`src/rtl/uart_pkg.sv`:
```
// ---------------------------------------------------------------------------
// uart_pkg
// Definitions shared by both directions of the UART path.
//   rx_state_t : receive line collector states (RX_COLLECT, RX_HOLD)
//   tx_state_t : transmit driver states (TX_IDLE, TX_START, TX_DATA, TX_STOP)
//   ASCII_LF   : line feed, the default end-of-line byte
//   ASCII_CR   : carriage return, optionally stripped on receive
// ---------------------------------------------------------------------------
package uart_pkg;

    localparam logic [7:0] ASCII_LF = 8'h0A;
    localparam logic [7:0] ASCII_CR = 8'h0D;

    typedef enum logic {
        RX_COLLECT,
        RX_HOLD
    } rx_state_t;

    typedef enum logic [1:0] {
        TX_IDLE,
        TX_START,
        TX_DATA,
        TX_STOP
    } tx_state_t;

endpackage : uart_pkg

```
`src/rtl/rx_line_collector_line_buffer.sv`:
```
// ---------------------------------------------------------------------------
// line_buffer
// Simple dual-port RAM, 8 bits x DEPTH, one write port and one registered
// read port. Contents are not reset.
// Ports:
//   clk     in   clock, all activity on posedge
//   wr_en   in   write strobe
//   wr_addr in   write address
//   wr_data in   write byte
//   rd_addr in   read address
//   rd_data out  registered byte at rd_addr (old data on a same-address write)
// ---------------------------------------------------------------------------
module line_buffer #(
    parameter int DEPTH = 16,
    parameter int AW    = $clog2(DEPTH)
) (
    input  logic          clk,
    input  logic          wr_en,
    input  logic [AW-1:0] wr_addr,
    input  logic [7:0]    wr_data,
    input  logic [AW-1:0] rd_addr,
    output logic [7:0]    rd_data
);

    logic [7:0] mem [DEPTH];

    always_ff @(posedge clk) begin
        if (wr_en) begin
            mem[wr_addr] <= wr_data;
        end
        rd_data <= mem[rd_addr];
    end

endmodule : line_buffer

```
`src/rtl/rx_line_collector.sv`:
```
// ---------------------------------------------------------------------------
// rx_line_collector
// Assembles received UART bytes into a line buffer. A line completes on the
// terminator byte or when the buffer fills, and is then held until the
// consumer acknowledges it. Bytes arriving while a line is held are dropped
// and recorded in the sticky Overflow flag.
// Optional build macro:
//   RX_CR_STRIP_EN : when defined, 8'h0D is discarded while collecting
//                    (still sets Overflow while a line is held).
// Ports:
//   Clock      in   system clock, posedge
//   Reset      in   asynchronous active-low reset
//   RxReady    in   one-cycle strobe, RxData valid
//   RxData     in   received byte
//   LineReady  out  high while a completed line is held
//   LineLength out  byte count of the held line (terminator excluded)
//   ReadAddr   in   consumer read address
//   ReadData   out  registered byte at ReadAddr, 0 beyond LineLength
//   LineAck    in   consumer releases the held line
//   Overflow   out  sticky, a byte was dropped while a line was held
// ---------------------------------------------------------------------------
module rx_line_collector
    import uart_pkg::*;
#(
    parameter int         MAX_LEN    = 16,
    parameter logic [7:0] TERMINATOR = ASCII_LF
) (
    input  logic                           Clock,
    input  logic                           Reset,
    input  logic                           RxReady,
    input  logic [7:0]                     RxData,
    output logic                           LineReady,
    output logic [$clog2(MAX_LEN+1)-1:0]   LineLength,
    input  logic [$clog2(MAX_LEN)-1:0]     ReadAddr,
    output logic [7:0]                     ReadData,
    input  logic                           LineAck,
    output logic                           Overflow
);

    localparam int AW = $clog2(MAX_LEN);
    localparam int CW = $clog2(MAX_LEN + 1);

    rx_state_t      state;
    rx_state_t      state_next;
    logic [CW-1:0]  count;
    logic [CW-1:0]  count_next;
    logic [CW-1:0]  length;
    logic [CW-1:0]  length_next;
    logic           overflow;
    logic           overflow_next;
    logic           wr_en;
    logic           rd_valid;
    logic [7:0]     buf_data;
    logic           is_strip;

`ifdef RX_CR_STRIP_EN
    assign is_strip = (RxData == ASCII_CR);
`else
    assign is_strip = 1'b0;
`endif

    // State, counters and flags. Reset clears everything but the RAM, so a
    // partial line vanishes the moment Reset goes low.
    always_ff @(posedge Clock or negedge Reset) begin
        if (!Reset) begin
            state    <= RX_COLLECT;
            count    <= '0;
            length   <= '0;
            overflow <= 1'b0;
            rd_valid <= 1'b0;
        end else begin
            state    <= state_next;
            count    <= count_next;
            length   <= length_next;
            overflow <= overflow_next;
            rd_valid <= (CW'(ReadAddr) < length);
        end
    end

    // Next-state logic. The terminator is checked before the CR strip so a
    // terminator always ends the line. In RX_HOLD every strobe is dropped,
    // including one coinciding with LineAck.
    always_comb begin
        state_next    = state;
        count_next    = count;
        length_next   = length;
        overflow_next = overflow;
        wr_en         = 1'b0;

        case (state)
            RX_COLLECT: begin
                if (RxReady) begin
                    if (RxData == TERMINATOR) begin
                        if (count != '0) begin
                            length_next = count;
                            state_next  = RX_HOLD;
                        end
                    end else if (!is_strip) begin
                        wr_en      = 1'b1;
                        count_next = count + CW'(1);
                        if (count_next == CW'(MAX_LEN)) begin
                            length_next = CW'(MAX_LEN);
                            state_next  = RX_HOLD;
                        end
                    end
                end
            end
            RX_HOLD: begin
                if (RxReady) begin
                    overflow_next = 1'b1;
                end
                if (LineAck) begin
                    count_next  = '0;
                    length_next = '0;
                    state_next  = RX_COLLECT;
                end
            end
            default: begin
                state_next = RX_COLLECT;
            end
        endcase
    end

    line_buffer #(
        .DEPTH (MAX_LEN),
        .AW    (AW)
    ) u_line_buffer (
        .clk     (Clock),
        .wr_en   (wr_en),
        .wr_addr (AW'(count)),
        .wr_data (RxData),
        .rd_addr (ReadAddr),
        .rd_data (buf_data)
    );

    // The RAM output is not reset, so it is masked by a resettable valid
    // flag captured alongside the read address.
    assign ReadData   = rd_valid ? buf_data : 8'h00;
    assign LineReady  = (state == RX_HOLD);
    assign LineLength = length;
    assign Overflow   = overflow;

endmodule : rx_line_collector
```
`config.mk`:
```
export PLATFORM = sky130hd
export DESIGN_NAME = rx_line_collector
export DESIGN_NICKNAME = d
export VERILOG_FILES = /design/src/rtl/uart_pkg.sv /design/src/rtl/rx_line_collector_line_buffer.sv /design/src/rtl/rx_line_collector.sv
export SDC_FILE = /design/constraint.sdc
export NUM_CORES = 1
export LEC_CHECK = 0
export ABC_AREA = 1
export ABC_CLOCK_PERIOD_IN_PS = 1810
export CAP_MARGIN = 20
export CORE_UTILIZATION = 54
export CTS_CLUSTER_DIAMETER = 40
export DETAILED_ROUTE_END_ITERATION = 10
export PLACE_DENSITY = 0.76
export SETUP_SLACK_MARGIN = 0.5
export SLEW_MARGIN = 20
export SYNTH_ARGS = -nofsm -noshare
export SYNTH_HDL_FRONTEND = slang
export SYNTH_SLANG_ARGS = --single-unit
```
`constraint.sdc`:
```
create_clock -name Clock -period 1.81 [get_ports Clock]
set_input_delay 0.4525 -clock Clock [delete_from_list [all_inputs] [get_ports Clock]]
set_output_delay 0.4525 -clock Clock [all_outputs]
set_load 0.05 [all_outputs]
```
Word level (Yosys, flattened, before mapping)

Memory sizes are Yosys's and may differ from the RTL's. A register that Yosys moved wholly into a read port is not among the register bits.
Index checks and enable logic that the tools add are counted.

Bits in writable memories: 128
Flip-flop bits (word level): 13
Memories kept: 1
Logic and storage cells: 41
Output and inout bits: 15

Add/subtract/negate cells: 1
Bitwise gates (word level): 1
Reductions and logical operators: 4
Magnitude comparators: 1
Equality and inequality tests: 7
Multiplexer cells: 21

Memories:

| memory            | words | bits a word | read ports | clocked after Yosys merged registers in | wr ports | line                                | text |
|---|---|---|---|---|---|---|---|
| u_line_buffer.mem | 16    | 8           | 1          | 1                                       | 1        | rx_line_collector_line_buffer.sv:25 | `logic [7:0] mem [DEPTH];` |

Operator list:

| cell                                                                  | number |
|---|---|
| 5-bit two-way mux                                                     | 7 |
| 5-bit case mux with 2 select lines                                    | 2 |
| 1-bit two-way mux                                                     | 10 |
| 8-bit by 4-bit equality test with 1-bit output, second input constant | 1 |
| 8-bit two-way mux                                                     | 1 |
| 2-bit != test, second input constant                                  | 3 |
| 3-bit != test, second input constant                                  | 2 |
| 5-bit by 1-bit adder with 5-bit output, second input constant         | 1 |
| 5-bit equality test, second input constant                            | 1 |
| 4-bit by 5-bit less-than comparator with 1-bit output                 | 1 |
| 5-bit nonzero test                                                    | 1 |
| 4-bit AND reduction                                                   | 1 |
| 3-bit AND reduction                                                   | 1 |
| 1-bit case mux with 2 select lines                                    | 1 |
| 2-bit AND reduction                                                   | 1 |
| 1-bit inverter                                                        | 1 |

Longest topological paths before layout

Word-level depth: 6
Mapped depth: 11
Depth with buffers taken out: 11

Modules after synthesis

From an unflattened synthesis, not the netlist that was laid out.

Cell total of the unflattened synthesis: 666
Area total of the unflattened synthesis: 6,651.4 um^2

By module, submodules not included:

| module            | area each (um^2) | times used | cells each |
|---|---|---|---|
| line_buffer       | 5,766.8          | 1          | 551 |
| rx_line_collector | 884.6            | 1          | 115 |

Worst setup path after synthesis

No wires, ideal clock.

Path kind: register -> register
Start point: reg state, in the netlist LineReady
End point: mem u_line_buffer.mem[11][0], enable pin
Cell stages (with the launch flop): 6
Path slack: -443 ps
Buffers on the path: 1
Arrival: 1,870 ps
Library setup time: 383 ps
Path through: dfrtp_1 > inv_1 > nand2_2 > nand2_2 > buf_2 > nor3_1

Word-level cells in the longest chain between the ends: 3

Ends and longest elaborated chain:

| what                                    | line                                | text |
|---|---|---|
| start: declaration                      | rx_line_collector.sv:43             | `rx_state_t state;` |
| start signal: assignment                | rx_line_collector.sv:72             | `state <= state_next;` |
| 1-bit two-way mux                       | rx_line_collector.sv:90             | `case (state)` |
| 1-bit two-way mux                       | rx_line_collector_line_buffer.sv:28 | `if (wr_en) begin` |
| 1-bit two-way mux (implied by the code) | rx_line_collector_line_buffer.sv:29 | `mem[wr_addr] <= wr_data;` |
| end: declaration                        | rx_line_collector_line_buffer.sv:25 |  |

No other way between the ends.

Worst setup path after layout

Start point: reg rd_valid
End point: out ReadData[6]

Word-level cells in the longest chain between the ends: 1

Ends and longest elaborated chain:

| what                     | line                     | text |
|---|---|---|
| start: declaration       | rx_line_collector.sv:52  | `logic rd_valid;` |
| start signal: assignment | rx_line_collector.sv:76  | `rd_valid <= (CW'(ReadAddr) < length);` |
| 8-bit two-way mux        | rx_line_collector.sv:138 | `assign ReadData = rd_valid ? buf_data : 8'h00;` |
| end: declaration         | rx_line_collector.sv:35  | `output logic [7:0] ReadData,` |

No other way between the ends.

==> impl_results.md <==
- Status: completed
- Sequential fraction of the synthesis area: 70.1%
- Int Power: 7.51 mW
- Mapped Area: 6180 µm²
- Crit path from: rd_valid
- Fin nets: 652
- Slew headroom: 67.3%
- Final setup violation count: 0
- Clock skew: 14.6 ps
- Antenna viol nets, final: 0
- Synth area leaders: edfxtp_1, nor2_1, dfrtp_1, o21ai_0, o211ai_1
- Final setup margin: 17.3 ps
- Reg2reg start: count[1]
- PortBufs: 30
- Synth Warn #: 0
- Setup Total Neg Slack: 0 ps
- Yosys top cell by area: edfxtp_1
- Critical-path cell list: nand2_2 -> clkinvlp_4 -> buf_12
- Number of global-route vias before repair: 4788
- Max-cap violations: 0
- Drt first pass iters: 5
- Shortest period the worst path allows: 1790 ps
- RSZ-0062 raised after global routing: yes
- Fillcell total: 539
- Crit end category: primary output
- Clock Pin Slew Worst Setup and Hold Paths: 70 ps
- Number of hold violations in the final report: 0
- Cell Count Post-Placement: 703
- PD cells: 1260 nW/µm²
- Hold Path Class: in2async
- Post-Layout Cell Count: 782
- H-tree lvl count: 4
- Worst EP arrival: 1340 ps
- Initial detailed-routing violation count: 730
- TritonCTS Buffers: 17
- DR DRC count: 0
- Largest net degree at the start of global routing: 42
- Yosys cell types: 30
- Grt ovf: 0
- Initial antenna violation count: 0
- Crit-path slowest cell: dfrtp_2
- Fmax: 558 MHz
- Place WS: -719 ps
- Clock Power Share: 32.2%
- Yosys top cell area share: 62.2%
- Vias/cell: 6.34
- Clock tree buffer depth: 2
- Class of the most critical setup path: reg2out
- CP required: 1360 ps
- Worst Setup Start Kind: flop
- Post-route clock period utilization: 99.0%
- Worst Tran Pin Value: 489 ps
- Worst VDD drop: 828 µV
- Core Region: 11000 µm²
- Switch share: 31.8%
- Die area: 11900 µm²
- Syn nets: 543
- # rows: 38
- Sink Count: 149
- Flop pwr share: 39.5%
- Die H: 109 µm
- Psw: 3.50 mW
- Total Routing Usage GR: 32.8%
- Detail Placement HPWL: 9550 µm
- Gate power share: 28.3%
- Via count: 4955
- CTS root buffer: clkbuf_16
- Register bit total from synthesis: 149
- Routed WL: 19000 µm
- Area Growth Syn to Fin: 41.8%
- I/O Pins: 31
- First-pass GRT wire length: 27100 µm
- Share of cells above drive strength 1: 39.3%
- Leak Pwr: 3.21 nW
- Inserted Diodes: 0
- Final slew viol count: 0
- Die width: 109 µm
- Initial core utilization: 56.2%
- CTS tree: yes
- Syn_area_per_cell: 11.9 µm²
- GP Congestion: 0.866
- Synth Instances: 520
- Worst-Skew Late Latency: 440 ps
- Avg WL per Cell: 24.3 µm
- Slowest stage delay, CP: 520 ps
- CP max FO: 8
## routing by layer
metal	up-vias	routed length [µm]	GRT usage [%]
met4	0	949	16.4
met5	-	0	0
met2	375	9620	54.1
met1	2403	6700	39.9
li1	2084	-	-
met3	93	1760	8.55
## sequential cells by signal, summed over array words and instances, names as in the netlist
| register | count |
|---|---|
| u_line_buffer.mem | 128 |
| rd_valid | 1 |
| count | 5 |
| LineReady | 1 |
| Overflow | 1 |
| u_line_buffer.rd_data | 8 |
| LineLength | 5 |
## Yosys cell counts (all sizes together)
cell	instances
o211ai	32
nand4	1
clkinv	1
o21bai	4
nand2	47
o21ai	73
buf	18
o22ai	1
dfrtp	13
ha	7
a21oi	5
a22oi	1
clkbuf	9
edfxtp	128
nor3	15
dfxtp	8
inv	28
or2	1
nand3	21
nor2	107
## worst max-delay path, delay by kind of cell (launching register included)
| family | cells | cell delay, ps |
|---|---|---|
| buf+inv | 2 | 250 |
| flops | 1 | 520 |
| simple gates | 1 | 140 |
## final cells by class
type / instances / area [µm²] / share of cell area [%]
Tap cell: 140 / 175 / 2.00
Sequential cell: 149 / 4340 / 49.5
Clock buffer: 23 / 542 / 6.18
Clock inverter: 9 / 61.3 / 0.700
Multi-Input combinational cell: 315 / 2060 / 23.6
Timing Repair Buffer: 117 / 1390 / 15.9
Inverter: 29 / 186 / 2.13
## metrics by stage
step | cell area, µm² | utilization (%) | power [mW] | hold slack, ps
2_1_floorplan | 6410 | - | 5.47 | 157
3_3_place_gp | 7170 | 65.3 | 6.24 | 465
5_1_grt | 8760 | 79.8 | 11.3 | 288
3_5_place_dp | 7170 | 65.3 | 6.32 | 463
6_report | 8760 | 79.8 | 11.0 | 279
4_1_cts | 8490 | 77.3 | 10.4 | 266
## layout by cell type (no fill, tap or decap), types with 4 or more instances in the layout
master,n
edfxtp_1,128
nor2_1,92
o21ai_0,53
buf_4,41
o211ai_1,32
buf_6,29
buf_12,26
nand2_1,21
clkbuf_16,21
o21ai_1,16
nand2_2,16
nand3_1,15
nor3_4,15
nor2_2,11
clkinvlp_4,10
nand2_4,8
dfxtp_1,8
dfrtp_2,7
inv_4,7
dfrtp_1,6
buf_8,6
inv_1,5
clkinv_4,5
inv_2,5
ha_4,5
o21ai_2,4
nor2_4,4
clkinv_2,4
clkbuf_2,4
buf_2,4
## cells by family (layout without fill, tap and decap cells)
group | after synthesis | in the layout | synth area share (%)
adders and majority gates | 7 | 7 | 1.42
AOI/OAI and AO/OA | 116 | 116 | 11.0
DFF | 149 | 149 | 70.1
buffers and inverters | 56 | 178 | 4.40
and+or+nand+nor | 192 | 192 | 13.1
## power groups by stage
| stage | registers, mW | clock network [mW] | logic, mW |
|---|---|---|---|
| 2_1_floorplan | 4.37 | 0 | 1.11 |
| 3_3_place_gp | 4.30 | 0 | 1.94 |
| 3_5_place_dp | 4.31 | 0 | 2.01 |
| 4_1_cts | 4.27 | 3.48 | 2.65 |
| 5_1_grt | 4.37 | 3.70 | 3.24 |
| 6_report | 4.36 | 3.54 | 3.11 |
## what timing repair did
action	4_1_cts	5_1_grt
gates cloned	1	1
hold buffers	0	0
resized for setup	112	65
buffers inserted	37	8
endpoints found under the setup margin	163	163
pin swaps	41	44
## worst paths after layout
path	end	slack, ps	depth (start not counted)
max	ReadData[6]	20	3
min	LineLength[0]	280	1
max reg2reg	LineLength[1]	100	12
min reg2reg	Overflow	520	1
max in group asynchronous	rd_valid	1050	2
min in group Clock	u_line_buffer.mem[0][7]	510	2
No activity file was read; power rests on OpenSTA's default activity.
==> edit: new RTL, same flow settings <==
Add a define of `RX_CR_STRIP_EN`.
--- a/src/rtl/rx_line_collector.sv
+++ b/src/rtl/rx_line_collector.sv
@@ -19,6 +19,8 @@
 //   LineAck    in   consumer releases the held line
 //   Overflow   out  sticky, a byte was dropped while a line was held
 // ---------------------------------------------------------------------------
+`define RX_CR_STRIP_EN
+
 module rx_line_collector
     import uart_pkg::*;
 #(
Function: changed (Yosys sat finds a counterexample within 4 cycles, from zero or initial values and one cycle with Reset low).
==> edit against the original RTL <==
First-iteration DRC count shrank 12%. Critical path type is now flip-flop to flip-flop. Critical endpoint is now u_line_buffer.mem[13][3]. Highest routed layer unchanged. Setup slack gained 0.011 ns. Maximum frequency grew 0.60%. Sequential cell count is the same. Critical path depth grew 6. Synthesized area grew 0.26%. Total power shrank 5.4%. Final area shrank 2.7%. Wire length shrank 4.6%.
==> edit: results (changes against the original RTL) <==
stage;metric;value;unit;change
setup_path;Worst EP arrival;1.92;ns;+0.58 ns
logic_synthesis;sequential area share after synthesis;0.699;;-0.00184
global_routing;first-pass GRT wire length;25.5;mm;-6.1%
setup_path;flop2flop setup slack;0.03;ns;-0.07 ns
detailed_routing;router iterations before antenna repair;7;;+2
placed_design;dpl ws;-0.597;ns;+0.122 ns
power;Clk pwr share;0.351;;+0.029
power;Reg power frac;0.416;;+0.021
detailed_routing;Post-Route WL;18.2;mm;-4.6%
run_status;status;finished, final reports clean;;
logic_synthesis;post-synth net total;558;;+2.8%
timing;actual slew at the worst max-slew pin;0.467;ns;-0.0226 ns
placed_design;dpl cells;721;;+2.6%
setup_path;Worst R2R Path Depth;9;;-3
global_routing;largest net degree at the start of global routing;65;;+55%
setup_path;worst reg2reg path endpoint;u_line_buffer.mem[13][3];;
setup_path;Crit Reg-Reg Startpoint;LineReady;;
timing;worst clock skew;0.0138;ns;-0.000858 ns
power;switching power of the nets;3120;uW;-11%
power;Pleak;0.00311;uW;-2.9%
setup_path;Worst path top cell family by delay;simple AND/OR/NAND/NOR gates;;
logic_synthesis;Synth area leaders;edfxtp_1 62%, nor2_1 6.2%, o21ai_0 5.3%;;
detailed_routing;Initial DRC Count;641;;-12%
setup_path;largest stage delay on the critical path;0.46;ns;-0.06 ns
detailed_routing;vias per cell;6.21;;-2.0%
logic_synthesis;Avg Synthesized Cell Area;11.6;um^2;-2.5%
[edit: changes by cell type in the layout (fill, tap and decap cells not counted), sizes merged, moves of 4 or more]
| cell | change |
|---|---|
| buf | -15 |
| bufinv | +4 |
| clkbuf | -5 |
| clkdlybuf4s15 | +4 |
| clkinv | -6 |
| clkinvlp | +4 |
| inv | +11 |
| nand3 | +12 |
| nor2 | -4 |
| o211ai | -5 |
| o221ai | +5 |
[edit: cells by family (layout without fill, tap and decap cells)]
family                     Yosys count  in the layout  synth area share
and+or+nand+nor                    203            203             0.135
buffers and inverters               66            174            0.0473
adders and majority gates            7              7            0.0141
DFF                                149            149             0.699
xor gates and xnor gates             1              1           0.00141
AOI/OAI and AO/OA                  109            109             0.103
[edit: timing repair]
item | CTS | global route
resized for setup | 75 | 74
setup endpoints to repair | 163 | 159
gates cloned | 2 | 1
pin swaps | 20 | 27
buffers inserted | 19 | 8
[edit: final cells by class]
class	count	area (um^2)
Sequential cell	149	4340
Multi-Input combinational cell	320	2010
Clock buffer	19	433
Clock inverter	13	183
Tap cell	140	175
Fill cell	600	2460
Inverter	38	194
Timing Repair Buffer	104	1190
[edit: worst max path at each step]
stage                                           to  slack, ns  cells past startpoint
final                     u_line_buffer.mem[13][3]       0.03                      9
after global routing      u_line_buffer.mem[13][3]      -0.02                      9
after CTS                 u_line_buffer.mem[13][3]      -0.02                      9
after detailed placement  u_line_buffer.mem[13][2]      -0.60                     11
after global placement    u_line_buffer.mem[10][6]      -0.54                     11
after floorplan            u_line_buffer.mem[4][0]      -0.04                      8
[edit: routing by layer]
layer  track usage  vias up  wire (um)
li1              -     2092          -
met5             0        -          0
met1         0.364     2344       6280
met4         0.171        0        855
met3        0.0771       80       1740
met2         0.512      348       9280
